File: src/rtl/ext_pkg.sv
// Shared definitions for the field-extension pipeline: mode codes,
// field-width select codes and the code-to-width mapping.
package ext_pkg;

    typedef enum logic [1:0] {
        MODE_ZEXT       = 2'd0,
        MODE_SEXT       = 2'd1,
        MODE_ZEXT_LSHF1 = 2'd2,
        MODE_SEXT_LSHF1 = 2'd3
    } mode_e;

    localparam logic [2:0] SEL_W5  = 3'd0;
    localparam logic [2:0] SEL_W6  = 3'd1;
    localparam logic [2:0] SEL_W8  = 3'd2;
    localparam logic [2:0] SEL_W9  = 3'd3;
    localparam logic [2:0] SEL_W11 = 3'd4;

    // Width in bits selected by a field_sel code; 0 marks an illegal code.
    function automatic logic [3:0] sel_to_width(input logic [2:0] sel);
        logic [3:0] width;
        case (sel)
            SEL_W5:  width = 4'd5;
            SEL_W6:  width = 4'd6;
            SEL_W8:  width = 4'd8;
            SEL_W9:  width = 4'd9;
            SEL_W11: width = 4'd11;
            default: width = 4'd0;
        endcase
        return width;
    endfunction

    function automatic logic mode_is_signed(input mode_e mode);
        return (mode == MODE_SEXT) || (mode == MODE_SEXT_LSHF1);
    endfunction

    function automatic logic mode_is_shift(input mode_e mode);
        return (mode == MODE_ZEXT_LSHF1) || (mode == MODE_SEXT_LSHF1);
    endfunction

endpackage

File: src/rtl/ext_core.sv
// Combinational extend/shift datapath. Takes the raw field bus, the field
// width and the mode; bits of f at or above w are ignored. An illegal width
// (zero, wider than the bus, or not narrower than the result) forces a zero
// result with err set.
module ext_core
    import ext_pkg::*;
#(
    parameter int IN_W  = 11,
    parameter int OUT_W = 16
) (
    input  logic [IN_W-1:0]  f,
    input  logic [3:0]       w,
    input  mode_e            mode,
    output logic [OUT_W-1:0] value,
    output logic             err
);

    logic [31:0]      w32;
    logic             sign_bit;
    logic             fill_bit;
    logic [OUT_W-1:0] ext_value;
    logic [OUT_W-1:0] shifted;

    assign w32 = {28'd0, w};

    // Pick the field's top bit f[w-1] without a variable-range part select.
    always_comb begin
        sign_bit = 1'b0;
        for (int i = 0; i < IN_W; i++) begin
            if (w32 == 32'(i + 1)) begin
                sign_bit = f[i];
            end
        end
    end

    assign fill_bit = mode_is_signed(mode) & sign_bit;

    // Bits below w come from the field; everything above is the fill bit.
    for (genvar gi = 0; gi < OUT_W; gi++) begin : g_ext
        if (gi < IN_W) begin : g_field
            assign ext_value[gi] = (w32 > 32'(gi)) ? f[gi] : fill_bit;
        end else begin : g_fill
            assign ext_value[gi] = fill_bit;
        end
    end

    assign shifted = {ext_value[OUT_W-2:0], 1'b0};

    assign err   = (w == 4'd0) || (w32 > 32'(IN_W)) || (w32 >= 32'(OUT_W));
    assign value = err ? '0 : (mode_is_shift(mode) ? shifted : ext_value);

endmodule

File: src/rtl/ext_pipe.sv
// Two-stage valid/ready pipeline around ext_core. S1 registers the raw
// request, S2 registers the computed result. in_ready looks one stage ahead
// so a full pipe keeps streaming while the consumer drains.
module ext_pipe
    import ext_pkg::*;
#(
    parameter int IN_W  = 11,
    parameter int OUT_W = 16
) (
    input  logic             clk,
    input  logic             reset,
    input  logic             in_valid,
    output logic             in_ready,
    input  logic [IN_W-1:0]  in_data,
    input  logic [2:0]       field_sel,
    input  logic [1:0]       mode,
    output logic             out_valid,
    input  logic             out_ready,
    output logic [OUT_W-1:0] out_data,
    output logic             out_err
);

    logic             s1_valid_reg;
    logic [IN_W-1:0]  s1_data_reg;
    logic [2:0]       s1_sel_reg;
    mode_e            s1_mode_reg;

    logic             s2_valid_reg;
    logic [OUT_W-1:0] s2_data_reg;
    logic             s2_err_reg;

    logic             s2_open;
    logic             in_accept;
    logic [OUT_W-1:0] core_value;
    logic             core_err;

    // S2 can take a new entry when empty or when its entry leaves this cycle.
    assign s2_open   = !s2_valid_reg || out_ready;
    assign in_ready  = !s1_valid_reg || s2_open;
    assign in_accept = in_valid && in_ready;

    ext_core #(
        .IN_W  (IN_W),
        .OUT_W (OUT_W)
    ) u_core (
        .f     (s1_data_reg),
        .w     (sel_to_width(s1_sel_reg)),
        .mode  (s1_mode_reg),
        .value (core_value),
        .err   (core_err)
    );

    // S1: capture a new request, or empty out once it has moved into S2.
    always_ff @(posedge clk or posedge reset) begin
        if (reset) begin
            s1_valid_reg <= 1'b0;
            s1_data_reg  <= '0;
            s1_sel_reg   <= '0;
            s1_mode_reg  <= MODE_ZEXT;
        end else if (in_accept) begin
            s1_valid_reg <= 1'b1;
            s1_data_reg  <= in_data;
            s1_sel_reg   <= field_sel;
            s1_mode_reg  <= mode_e'(mode);
        end else if (s2_open) begin
            s1_valid_reg <= 1'b0;
        end
    end

    // S2: load the computed result whenever it is free; hold while stalled.
    always_ff @(posedge clk or posedge reset) begin
        if (reset) begin
            s2_valid_reg <= 1'b0;
            s2_data_reg  <= '0;
            s2_err_reg   <= 1'b0;
        end else if (s2_open) begin
            s2_valid_reg <= s1_valid_reg;
            if (s1_valid_reg) begin
                s2_data_reg <= core_value;
                s2_err_reg  <= core_err;
            end
        end
    end

    assign out_valid = s2_valid_reg;
    assign out_data  = s2_data_reg;
    assign out_err   = s2_err_reg;

endmodule

File: config.mk
export PLATFORM = sky130hd
export DESIGN_NAME = ext_pipe
export DESIGN_NICKNAME = d
export VERILOG_FILES = /design/src/rtl/ext_pkg.sv /design/src/rtl/ext_core.sv /design/src/rtl/ext_pipe.sv
export SDC_FILE = /design/constraint.sdc
export NUM_CORES = 1
export LEC_CHECK = 0
export CORE_MARGIN = 2
export CORE_UTILIZATION = 44
export CTS_CLUSTER_DIAMETER = 100
export DETAILED_ROUTE_END_ITERATION = 8
export PLACE_DENSITY = 0.8
export SLEW_MARGIN = 5
export SYNTH_ARGS = -nofsm -noshare
export SYNTH_HDL_FRONTEND = slang
export SYNTH_SLANG_ARGS = --single-unit
File: constraint.sdc
create_clock -name clk -period 1.34 [get_ports clk]
set_input_delay 0.268 -clock clk [delete_from_list [all_inputs] [get_ports clk]]
set_output_delay 0.268 -clock clk [all_outputs]
set_load 0.01 [all_outputs]
==> results.cfg <==
[outcome]
outcome = complete, but fails checks
violations = setup timing

[detailed_routing]
wire_per_inst_um = 17.61
drc = 0
num_vias = 1375
vias_per_cell = 5.589
first_pass_iters = 4
initialDrtViolationCount = 51
final_antenna_net_count = 0
finalWirelength_um = 4331

[logic_synthesis]
synth_fa_ha_area_share_pct = 0
synthXorXnorAreaFrac_pct = 0
synth_top_area_share_pct = 50.47
yosysWarnings = 0
ys_types = 41
synth_top_cell_by_area = dfrtp_1
syn_avg_cell_area_sq_um = 11.67
synth-async-reset-ratio_pct = 100.0
synth.area.top_cells = dfrtp_1 50%, mux2_2 12%, mux2i_1 3.8%, nand2_1 3.3%, o21ai_0 2.5%
synth_top_flop_cell = dfrtp_1
syn_inst = 136
synth_nets = 156
ys_ff_latch = 32
synth_area_sq_um = 1587
muxShareOfSynthArea_pct = 16.56
synthSimpleGateAreaFrac_pct = 12.07
synth_top_family_by_area = multiplexers
ys_seq_area_share_pct = 50.47
synth_edf_count = 0
synth_compound_area_share_pct = 16.09

[die]
start_util_pct = 46.81
boundaryPins = 39
die_w_um = 64.05
num_rows = 21
dieArea_sq_um = 4102
fp.dieH_um = 64.05
core_area_sq_um = 3390

[pwr]
leakagePower_nw = 1.133
p_per_area_nw_per_um2 = 1295
total_power_mw = 3.158
ir_worst_vdd_v = 0.0008981

[sta]
slew_viol_final = 0
worstMarginPinSlew_ns = 0.4515
final.period_utilization_pct = 111.1
max_freq_mhz = 671.7
fin_worst_skew_ns = 0.009413
setup_viol = 8
hold_viol_final = 0
slew-limit-headroom_pct = 69.63
rsz0062_at_grt = true
layout_min_cycle_time_ns = 1.489
setup_ws_ns = -0.1487

[clock_tree]
cts_max_path_buffers = 2
clk-insertion-delay-late_ns = 0.34
numCtsBuffers = 5
cts_num_sinks = 32
hold_buffers = 0
clk_pin_slew_ns = 0.10
cts-root-buf = clkbuf_4
cts_tree = yes
htreeDepth = 2

[final_layout]
mostFrequentLayoutCells = 29 x dfrtp_1, 22 x buf_4, 19 x clkdlybuf4s50_1
area_growth_pct = 53.79
fillers = 223
drive_gt1_share_pct = 43.00
post-route-util_pct = 71.98
regArea_sq_um = 804.5
design_area_sq_um = 2440
largest_reg_flops = 13
multi_input_area_sq_um = 882.1
n_antenna_cell = 0
mostFrequentLayoutCell = dfrtp_1
final_nets = 220

[global_routing]
grt_max_degree = 33
gr-total-overflow = 0
first_global_vias = 1458
grt_first_pass_wirelength_um = 6975
grt_antenna_before_repair = 0
grt_util_all_layers_pct = 22.47

[placement]
dp_slack_ns = -0.3985
place_congestion = 0.9067
hpwlAfterDp_um = 2797
port_buffers = 38
dpl_cell_area_sq_um = 2161

[worst_setup_path]
required_ns = 1.58
critPathMaxFanout = 7
cp-start-kind = register
cp_slowest_stage_delay_ns = 0.46
cp_slowest_cell = dfrtp_2
worst_ep_arrival_time_ns = 1.73
crit_type = register to register
crit_chain = nand2b_1, o221ai_4, a31oi_1, o31ai_1
cp-end-kind = register

[job]
maxCapViolCount = 0

[hold_path]
hp-class = input port to async pin
[final timing paths]
path | start | end | slack [ns] | cells after the start
max | s1_sel_reg[2]$_DFFE_PP0P_ | out_data[9]$_DFFE_PP0P_ | -0.15 | 4
min | reset | out_data[10]$_DFFE_PP0P_ | 0.26 | 3
max reg2reg | s1_sel_reg[2]$_DFFE_PP0P_ | out_data[9]$_DFFE_PP0P_ | -0.15 | 4
min reg2reg | out_data[6]$_DFFE_PP0P_ | out_data[6]$_DFFE_PP0P_ | 0.50 | 2
max in group asynchronous | reset | s1_sel_reg[2]$_DFFE_PP0P_ | 0.89 | 3
min in group clk | out_data[6]$_DFFE_PP0P_ | out_data[6]$_DFFE_PP0P_ | 0.50 | 2
[cell type report]
| type | instances | area share, % |
|---|---|---|
| multi-input combinational | 92 | 36.15 |
| timing repair buffer | 67 | 25.54 |
| clock buffer | 7 | 2.667 |
| inverter | 2 | 0.3077 |
| sequential | 32 | 32.97 |
| tap | 46 | 2.359 |
[routing by layer]
metal / global-route usage [%] / share of wire, % / routed length, um
met5: 0 / 0 / 0
met4: 11.41 / 3.3 / 145
met1: 26.41 / 41 / 1765
met3: 6.514 / 6.4 / 277
met2: 37.24 / 49 / 2143
[what timing repair did]
item | CTS | global route
setup buffers | 8 | 1
gates resized for setup | 54 | 18
endpoints found under the setup margin | 32 | 19
cloned | 0 | 1
endpoints found under the hold margin | 0 | 0
pin swaps | 9 | 8
[power by group]
group | internal [mW] | leakage [nW] | total (mW) | switching, mW
Combinational | 0.670 | 0.707 | 1.21 | 0.545
Sequential | 1.14 | 0.388 | 1.33 | 0.182
Clock | 0.297 | 0.0374 | 0.619 | 0.322
[kinds of logic (layout without fill, tap and decap cells)]
kind of cell / after synthesis / count (layout)
compound gates: 35 / 35
simple gates: 33 / 33
flops: 32 / 32
buf+inv: 12 / 76
mux: 24 / 24
[cell usage after synthesis, types with 2 or more instances]
master and instances:
a311oi_1 3, buf_4 4, clkbuf_1 2, mux2i_1 6, o21ai_0 8, o31ai_1 3
dfrtp_1 32, buf_6 2, a31oi_1 2, a21oi_1 2, a21o_1 2, nand2_1 14
o21ai_1 4, nand3_1 4, nand2b_1 4, inv_1 2, nor2_1 2, mux2_2 17
[metrics by stage]
step | instances | setup TNS, ns | hold WS, ns
CTS | 244 | -0.6654 | 0.2606
finish | 246 | -0.7412 | 0.2551
global placement | 229 | -7.297 | 0.4638
floorplan | 136 | -0.3917 | 0.3764
detailed placement | 229 | -9.013 | 0.4767
global route | 246 | -1.872 | 0.2875
[critical path: cells and delay by family (launching register included)]
kind	cells	cell delay (ns)
AO/OA/AOI/OAI	3	0.73
flip-flops	1	0.46
AND/OR/NAND/NOR	1	0.20
Note: power is estimated with default switching activity, not from simulation.
